===== src/rtl/nn_feeder.sv =====
// nn_feeder: binarizes a host pixel stream into nn's 784-bit image, drives nn's Start/resp
// handshake and returns the prediction on a valid/ready port. Watchdog option: NN_FEEDER_TIMEOUT_EN.
//
// state   | meaning
// COLLECT | accepting pixels into the image register
// FULL    | frame complete, waiting for the host to drain the previous result
// START   | one-cycle Start pulse to nn
// WAIT    | image held, waiting for nn_resp (or watchdog expiry)
module nn_feeder #(
    parameter logic [7:0]  THRESH         = 8'd128,
    parameter int unsigned NPIX           = 784,
    parameter int unsigned TIMEOUT_CYCLES = 4096
) (
    input  logic            Clk,
    input  logic            Rst,
    input  logic            pix_valid,
    input  logic            pix_sof,
    input  logic [7:0]      pix_data,
    output logic            pix_ready,
    output logic [NPIX-1:0] nn_data,
    output logic            nn_start,
    input  logic            nn_resp,
    input  logic [4:0]      nn_prediction,
    output logic            res_valid,
    input  logic            res_ready,
    output logic [4:0]      res_digit,
    output logic            res_err,
    output logic            busy
);

    localparam int IDX_W = $clog2(NPIX);

    typedef enum logic [1:0] {S_COLLECT, S_FULL, S_START, S_WAIT} state_t;

    state_t           state, state_nxt;
    logic [IDX_W-1:0] idx, wr_idx;
    logic             accept, last_pix, slot_free, resp_take, timeout;

    assign accept    = pix_valid & pix_ready;
    // sof restarts the frame: the pixel lands in bit 0 regardless of idx
    assign wr_idx    = pix_sof ? '0 : idx;
    assign last_pix  = accept && (wr_idx == IDX_W'(NPIX - 1));
    assign slot_free = !res_valid || res_ready;
    assign resp_take = (state == S_WAIT) && nn_resp;

    always_ff @(posedge Clk or negedge Rst) begin
        if (!Rst) state <= S_COLLECT;
        else      state <= state_nxt;
    end

    always_comb begin
        state_nxt = state;
        unique case (state)
            S_COLLECT: if (last_pix) state_nxt = slot_free ? S_START : S_FULL;
            S_FULL:    if (slot_free) state_nxt = S_START;
            S_START:   state_nxt = S_WAIT;
            S_WAIT:    if (resp_take || timeout) state_nxt = S_COLLECT;
            default:   state_nxt = S_COLLECT;
        endcase
    end

    always_comb begin
        pix_ready = (state == S_COLLECT);
        busy      = (state != S_COLLECT);
    end

    always_ff @(posedge Clk or negedge Rst) begin
        if (!Rst) begin
            idx      <= '0;
            nn_data  <= '0;
            nn_start <= 1'b0;
        end else begin
            nn_start <= (state_nxt == S_START);
            if (accept) begin
                nn_data[wr_idx] <= (pix_data >= THRESH);
                idx             <= last_pix ? '0 : wr_idx + 1'b1;
            end
        end
    end

`ifdef NN_FEEDER_TIMEOUT_EN
    localparam int WDOG_W = $clog2(TIMEOUT_CYCLES + 1);

    logic [WDOG_W-1:0] wdog;

    // loaded with T-1 in START so expiry lands T cycles after WAIT entry
    always_ff @(posedge Clk or negedge Rst) begin
        if (!Rst)                                wdog <= '0;
        else if (state == S_START)               wdog <= WDOG_W'(TIMEOUT_CYCLES - 1);
        else if (state == S_WAIT && wdog != '0)  wdog <= wdog - 1'b1;
    end

    assign timeout = (state == S_WAIT) && (wdog == '0) && !nn_resp;
`else
    // no watchdog: the parameter only ties off here
    assign timeout = 1'b0 & (TIMEOUT_CYCLES == 0);
`endif

    always_ff @(posedge Clk or negedge Rst) begin
        if (!Rst) begin
            res_valid <= 1'b0;
            res_digit <= '0;
            res_err   <= 1'b0;
        end else if (resp_take) begin
            res_valid <= 1'b1;
            res_digit <= nn_prediction;
            res_err   <= 1'b0;
        end else if (timeout) begin
            res_valid <= 1'b1;
            res_digit <= 5'h1F;
            res_err   <= 1'b1;
        end else if (res_valid && res_ready) begin
            res_valid <= 1'b0;
        end
    end

endmodule


===== config.mk =====
export PLATFORM = sky130hd
export DESIGN_NAME = nn_feeder
export DESIGN_NICKNAME = d
export VERILOG_FILES = /design/src/rtl/nn_feeder.sv
export SDC_FILE = /design/constraint.sdc
export NUM_CORES = 1
export LEC_CHECK = 0
export BUFFER_PORTS_ARGS = -buffer_cell sky130_fd_sc_hd__buf_2
export CORE_AREA = 2 2 315 317
export CTS_BUF_LIST = sky130_fd_sc_hd__clkbuf_16
export CTS_CLUSTER_SIZE = 24
export DETAILED_ROUTE_END_ITERATION = 12
export DIE_AREA = 0 0 317 319
export SETUP_SLACK_MARGIN = 0.1
export SYNTH_ARGS = -nofsm -noshare
export SYNTH_HDL_FRONTEND = slang
export SYNTH_SLANG_ARGS = --single-unit

===== constraint.sdc =====
create_clock -name Clk -period 2.8 [get_ports Clk]
set_input_delay 0.14 -clock Clk [delete_from_list [all_inputs] [get_ports Clk]]
set_output_delay 0.14 -clock Clk [all_outputs]
set_load 0.02 [all_outputs]

# Word-level counts from Yosys, hierarchy flattened
# Index checks and enable logic that the tools add are counted.
dict set report op_classes {
  magnitude_cmp 3
  n_eq_ne 5
  muxes 12
  reduce_logical 9
  bitwise 1
  n_addsub 1
}
# op count
set op_table {}
lappend op_table {{$bwmux W784} 1}
lappend op_table {{$mux W10} 2}
lappend op_table {{$lt A10 B11 Y1 const B} 1}
lappend op_table {{$add A10 B1 Y10 const B} 1}
lappend op_table {{$demux W1 S10} 1}
lappend op_table {{$eq A10 B10 Y1 const B} 1}
lappend op_table {{$ge A10 B1 Y1 const B} 1}
lappend op_table {{$ge A8 B8 Y1 const B} 1}
lappend op_table {{$mux W2} 4}
lappend op_table {{$pmux W2 S4} 1}
lappend op_table {{$eq A2 B2 Y1 const B} 3}
lappend op_table {{$logic_and A1 B1 Y1} 4}
lappend op_table {{$reduce_bool A2 Y1} 2}
lappend op_table {{$mux W1} 3}
lappend op_table {{$eq A2 B1 Y1 const B} 1}
lappend op_table {{$logic_not A2 Y1} 1}
lappend op_table {{$and A1 B1 Y1} 1}
lappend op_table {{$logic_not A1 Y1} 1}
lappend op_table {{$logic_or A1 B1 Y1} 1}
dict set report totals {
  output_inout_bits 794
  regBits 803
  word_cells 37
}

# Longest topological paths before layout
# Gate-level depths: netlist of the first run.
dict set report logic_depth {
  ltp_word 6
  mapped_depth 14
}

# Worst setup path after synthesis of the first run
# No wires, ideal clock.
dict set report synth_timing {
  path_type {input -> register}
  startpoint {input pix_sof}
  endpoint {register nn_data[627]}
  stages 13
  path_slack_ps 160
  required_ps 2734
  arrival_ps 2575
  cell_sequence {buf_6 buf_2 buf_2 buf_2 nor2b_1 ha_1 clkbuf_1 nor2b_1 buf_2 and3_1 clkbuf_1 nand3_1 nand2_1}
}
dict set report synth_between {
  elab_chain_cells 6
  word_cells_on_any_way 7
  cone_classes {2 x order compare; 4 x mux; 1 x reduce/logical}
}
# element line
set synth_rtl {}
lappend synth_rtl {{from (decl)} 17} ;# input logic pix_sof,
lappend synth_rtl {{$mux W10 *} 41} ;# assign wr_idx = pix_sof ? '0 : idx;
lappend synth_rtl {{$lt A10 B11 Y1 / $ge A10 B1 Y1 (equally long branches)} 75} ;# nn_data[wr_idx] <= (pix_data >= THRESH);
lappend synth_rtl {{$logic_and A1 B1 Y1 (implied by the code)} 75}
lappend synth_rtl {{$mux W1 (implied by the code)} 75}
lappend synth_rtl {{$demux W1 S10 *} 75}
lappend synth_rtl {{$bwmux W784 *} 75}
lappend synth_rtl {{to (signal, indexed assignment)} 75}
lappend synth_rtl {{to (decl)} 20} ;# output logic [NPIX-1:0] nn_data,
# Mark *: on every way between the ends. The rest lies on a longest branch, timed or not.
# A chain may end at the register's enable or synchronous reset.

# Worst setup path after layout of the first run
dict set report layout_timing {
  startpoint {register idx[8]}
  endpoint {register nn_data[449]}
}
dict set report layout_between {
  elab_chain_cells 6
  word_cells_on_any_way 7
  cone_classes {2 x order compare; 4 x mux; 1 x reduce/logical}
}
# element line
set layout_rtl {}
lappend layout_rtl {{from (decl)} 36} ;# logic [IDX_W-1:0] idx, wr_idx;
lappend layout_rtl {{from (signal assigned)} 76} ;# idx <= last_pix ? '0 : wr_idx + 1'b1;
lappend layout_rtl {{$mux W10 *} 41}
lappend layout_rtl {{$lt A10 B11 Y1 / $ge A10 B1 Y1 (equally long branches)} 75}
lappend layout_rtl {{$logic_and A1 B1 Y1 (implied by the code)} 75}
lappend layout_rtl {{$mux W1 (implied by the code)} 75}
lappend layout_rtl {{$demux W1 S10 *} 75}
lappend layout_rtl {{$bwmux W784 *} 75}
# Marks and branches as above.

==> metrics.yaml, run 1 <==
clock_tree:
  clock_sinks: 803
  cts_setup_buffers: 0
  cts_tree: "done"
  clk_root_buffer_cell: "clkbuf_16"
  htree_levels: 3
  clk_pin_slew_worst_paths_ns: 0.06
  cts_buffers: 89
  clk_latency_ns: 0.67
  max-clock-path-buffers: 3
global_route:
  gr-usage-all-layers: 0.3075
  busiest_layer: "met2"
  grt_pass1_vias: 32220
  grt_overflow: 0
  grt_antenna_before_repair: 8
  gr-usage-met3: 0.07810
  grt_start_max_net_pins: 98
  grtUsageMet1: 0.4067
  grt_pass1_wl_um: 228100
  grt_use_met2: 0.4766
floorplanning:
  die_x_um: 317
  core_area_sq_um: 97700
  die_h_um: 319
  io_pins: 813
  die_area_sq_um: 101100
  rows: 115
  start_util: 0.3525
timing:
  setup_slack_ns: 0.2895
  worst_pin_slew_ns: 0.9745
  setup_viol: 0
  hold_violations: 0
  rsz0062_at_grt: "no"
  timing.final.crit_share: 0.8966
  fmax_ghz: 0.3983
  min_period_ns: 2.511
  maxSlewViolCount: 0
  finalClockSkew_ns: 0.02059
  setup_tns_ns: 0
  max_slew_margin: 0.3503
setup_path:
  arrival_ns: 3.04
  crit_required_ns: 3.33
  worst_setup_path_start_kind: "flip-flop"
  worstSetupPathType: "reg -> reg"
  critPathMaxFanout: 32
  worstSetupEndpointType: "flip-flop"
synth:
  synth_top_cell_by_area: "dfrtp_1"
  yosys_warnings: 0
  synthArstFlopShare: 1.000
  netlist.area_leader.share: 0.5834
  syn-num-nets: 3786
  ys_seq_elements: 803
  synth_edf_count: 0
  yosys-top-cells-area: "dfrtp_1 (58%), nand3_1 (11%), o21ai_0 (11%)"
  ys.flop_type: "dfrtp_1"
  yosysSeqAreaShare: 0.5834
  postSynthCellCount: 3763
  syn_area_per_cell_sq_um: 9.153
  yosysUniqueCellTypes: 55
  syn-cell-area_sq_um: 34440
final_layout:
  layout_common_cells: "dfrtp_1 (803), buf_2 (802), nand2_1 (785)"
  final_nets: 4516
  area_delta_synth_final_pct: 27.53
  drive_gt1_frac: 0.2821
  layout_commonest_cell: "dfrtp_1"
detailed_routing:
  dr.pass1.iters: 7
  wl_um: 160600
  drtIter0Drc: 3944
  avgViaCountPerCell: 5.723
  vias: 33490
  ant_nets: 0
  drc: 0
  wire_per_inst_um: 27.44
pwr:
  ir_drop_mv: 0.4138
  power_leakage_nw: 25.44
  power.density_nw_per_um2: 581.6
placed_design:
  gp_congestion: 0.8792
  port_buffers: 804
  dp_slack_ns: 0.2418
  place_hpwl_um: 103300
worst_hold_path:
  hold_path_class: "in -> async"
flow_run:
  cap_violations: 0
run_status:
  outcome: "complete, no violations"
[power by group]
part	internal, W	switching, W	leakage (nW)
clock network	0.00619	0.00499	1.41
registers	0.0118	0.000169	11.2
logic	0.000665	0.00175	12.8
total	0.0186	0.00691	25.4
[final timing paths]
path | depth (start not counted) | start | slack, ns | to
max | 6 | idx[8] | 0.29 | nn_data[449]
min | 2 | Rst | 0.11 | nn_data[512]
max reg2reg | 6 | idx[8] | 0.29 | nn_data[449]
min reg2reg | 1 | nn_data[690] | 0.48 | nn_data[690]
max in group asynchronous | 4 | Rst | 1.64 | nn_data[341]
min in group Clk | 5 | pix_valid | 0.16 | idx[1]
[worst max-delay path, stage by stage (launching register included)]
cell and delay, ns:
dfrtp_1 0.53, buf_4 0.25, nor4b_1 0.63, nand3_1 0.27
buf_4 0.35, o21ai_0 0.24, nand2_1 0.07
[Yosys cell counts (9+ instances only)]
master,number
a21oi_1,9
and3_1,15
buf_2,103
buf_4,9
clkbuf_1,288
dfrtp_1,803
mux2_2,55
nand2_1,786
nand2b_1,9
nand3_1,771
nor2_1,40
nor2b_1,11
nor3_1,18
o21ai_0,726
[metrics by stage]
stage | utilization | hold slack [ns] | std cells | area [sq um] | power [W]
3_3_place_gp | 0.4202 | 0.2401 | 5674 | 41050 | 0.01444
3_5_place_dp | 0.4202 | 0.2351 | 5674 | 41050 | 0.01447
4_1_cts | 0.4494 | 0.09024 | 5850 | 43910 | 0.02563
5_1_grt | 0.4495 | 0.1497 | 5850 | 43920 | 0.02635
2_1_floorplan | - | -0.1556 | 3763 | 34440 | 0.01331
6_report | 0.4496 | 0.1084 | 5852 | 43920 | 0.02554
[kinds of logic after synthesis]
logic type,share of synthesized area
buffers and inverters,0.05060
DFF,0.5834
and+or+nand+nor,0.2297
other,0.0001089
adders and majority gates,0.001453
muxes,0.02321
AOI/OAI and AO/OA,0.1115
[state kept, by name, indices dropped and copies added, names as in the netlist]
register / flops
idx: 10
res_digit: 5
nn_start: 1
state: 2
nn_data: 784
res_valid: 1
[routing by layer]
metal,up-vias,wire [um]
met4,0,7028
met1,16720,64250
li1,14290,-
met5,-,0
met3,360,16670
met2,2118,72650
[cell type report]
cell class                 count  area [sq um]
fill                        9330         53780
inverter                       6         22.52
timing repair buffer        1048          6576
clock inverter                71         452.9
antenna                        2         5.005
tap                         1287          1610
multi-input combinational   2545         12910
sequential                   803         20090
clock buffer                  90          2252
[repair_timing]
action / in CTS / in global routing
resized for setup: 0 / 2
endpoints found under the hold margin: 112 / 0
hold buffers: 15 / 0
setup endpoints to repair: 0 / 37
Note: power is estimated with default switching activity, not from simulation.
==> inputs of run 2 (changes only) <==
- ABC_AREA: unset -> 1
- CORE_AREA: 2 2 315 317 -> 2 2 321 323
- DIE_AREA: 0 0 317 319 -> 0 0 323 325
==> run 2 against run 1 <==
  * Non-clock buffer count fell by 77
  * Setup slack got worse by 0.053 ns
  * Sequential share of layout area fell by 0.75 points
  * Critical endpoint is now nn_data[536]
  * Highest routed layer unchanged
==> metrics.yaml, run 2 <==
detailed_routing:
  vias: 33430
  wl_met1_um: 58770
  ant_nets: 0
  route.met2.wl_um: 65860
  drc: 0
  avgViaCountPerCell: 5.338
  wire_per_inst_um: 22.91
  route.top_layer_used: "met4"
  wl_met3_um: 12020
  drtIter0Drc: 3371
  wl_um: 143500
  dr.pass1.iters: 6
final_layout:
  layout_commonest_cell: "nand2_1"
  top_regs: "nn_data: 784 flops, idx: 10 flops, res_digit: 5 flops"
  final_nets: 4846
  regArea_sq_um: 20090
  final_cells: 6263
  largest_register_ffs: 784
  num-fill-cells: 9944
  multiInputGateArea_sq_um: 13740
  area_delta_synth_final_pct: 25.05
  drive_gt1_frac: 0.2355
  layout_common_cells: "nand2_1 (1,204), dfrtp_1 (803), buf_2 (802)"
  regMostFlops: "nn_data"
  num_antenna_cells: 0
synth:
  yosys-top-cells-area: "dfrtp_1 (56%), nand2_1 (13%), nand3_1 (10%)"
  syn-num-nets: 4209
  ys_seq_elements: 803
  yosysSeqAreaShare: 0.5627
  muxShareOfSynthArea: 0.001577
  yosysMostFrequentCell: "nand2_1"
  synthTopCellsByCount: "nand2_1 (1,204), dfrtp_1 (803), nand3_1 (742)"
  syn_area_per_cell_sq_um: 8.531
  yosys.area_share.simple: 0.3082
  synth_edf_count: 0
  synthArstFlopShare: 1.000
  syn-cell-area_sq_um: 35710
  synth_xor_area_frac: 0.0002453
  ys.flop_type: "dfrtp_1"
  yosys_warnings: 0
  synth_compound_area_frac: 0.06475
  netlist.area_leader.share: 0.5627
  synth_top_cell_by_area: "dfrtp_1"
  synth_top_family_by_area: "simple AND/OR/NAND/NOR gates"
  yosysUniqueCellTypes: 25
  synth_fa_ha_area_frac: 0.001402
  postSynthCellCount: 4186
placed_design:
  port_buffers: 804
  dp_slack_ns: 0.3019
  place_hpwl_um: 92260
  dp_cells: 6089
  gp_congestion: 0.8652
clock_tree:
  cts_tree: "done"
  clock_sinks: 803
  clk_root_buffer_cell: "clkbuf_16"
  postCtsResizedCells: 0
  clk_latency_ns: 0.70
  max-clock-path-buffers: 3
  htree_levels: 3
  cts_buffers: 91
  clk_pin_slew_worst_paths_ns: 0.06
  cts_setup_buffers: 0
floorplanning:
  die_area_sq_um: 105000
  die_h_um: 325
  core_area_sq_um: 101300
  io_pins: 813
  rows: 117
  start_util: 0.3525
  die_x_um: 323
run_status:
  outcome: "complete, no violations"
setup_path:
  worstSetupEndpointType: "flip-flop"
  critPathMaxFanout: 14
  worstSetupPathType: "in -> reg"
  worst_setup_path_start_kind: "input port"
  arrival_ns: 3.12
  crit_required_ns: 3.35
timing:
  min_period_ns: 2.563
  setup_viol: 0
  timing.final.crit_share: 0.9155
  fmax_ghz: 0.3901
  setup_tns_ns: 0
  maxSlewViolCount: 0
  whs_ns: 0.07457
  max_slew_margin: 0.2432
  worst_pin_slew_ns: 1.135
  hold_violations: 0
  finalClockSkew_ns: 0.04747
  rsz0062_at_grt: "no"
  setup_slack_ns: 0.2366
pwr:
  power_leakage_nw: 22.79
  total_power_w: 0.02472
  power.density_nw_per_um2: 553.6
  ir_drop_mv: 0.4930
global_route:
  grt_start_max_net_pins: 185
  grt_antenna_before_repair: 5
  gr-usage-all-layers: 0.2651
  grt_overflow: 0
  grt_pass1_wl_um: 209800
  grt_pass1_vias: 30410
worst_hold_path:
  hold_path_class: "in -> async"
flow_run:
  cap_violations: 0
[run 2: layer usage]
| layer | global-route usage | vias to the layer above |
|---|---|---|
| met5 | 0 | - |
| met4 | 0.1201 | 0 |
| met3 | 0.06444 | 266 |
| met2 | 0.4089 | 1494 |
| met1 | 0.3518 | 16190 |
| li1 | - | 15480 |
[run 2: worst max-delay path: stages]
cell and delay [ns]:
dlygate4sd3_1 0.63, buf_2 0.19, inv_2 0.19, nand2_1 0.17, ha_1 0.23, nand2_1 0.11
clkinv_1 0.81, buf_4 0.45, nand3_1 0.08, o21ai_0 0.10
[run 2: final timing paths]
kind	startpoint	end	slack, ns	cells after the start
worst max-delay path	pix_sof	nn_data[536]	0.24	10
worst min-delay path	Rst	nn_data[411]	0.07	2
worst max register to register	idx[0]	nn_data[601]	0.35	8
worst min register to register	nn_data[44]	nn_data[44]	0.46	2
max in group asynchronous	Rst	nn_data[575]	1.66	3
min in group Clk	nn_resp	res_valid	0.11	3
[run 2: timing repair]
item                       in CTS  in global routing
hold endpoints to repair      138                  0
hold buffers                    9                  0
setup endpoints to repair       0                  0
[run 2: layout make-up]
cell class / count / share of cell area
flip-flops and latches: 803 / 0.4500
inverters: 40 / 0.003699
well taps: 1368 / 0.03833
clock inverters: 74 / 0.01370
repair buffers: 971 / 0.1357
clock buffers: 91 / 0.05100
multi-input cells: 2916 / 0.3076
[run 2: logic make-up (layout without fill, tap and decap cells)]
group,count (synthesis),after routing
simple gates,2444,2444
flops,803,803
buf+inv,467,1176
compound gates,461,461
mux,5,5
fa+ha+maj,4,4
other cells,1,1
xor+xnor,1,1
[run 2: metrics by stage]
stage          cell area [sq um]  utilization
6_report                   44650       0.4408
5_1_grt                    44650       0.4408
4_1_cts                    44650       0.4408
3_5_place_dp               41680       0.4114
3_3_place_gp               41680       0.4114
2_1_floorplan              35710            -
[run 2: power breakdown]
part           switching, W  internal [W]
combinational       0.00105      0.000241
sequential        0.0000323        0.0117
clock               0.00522       0.00652
total               0.00630        0.0184
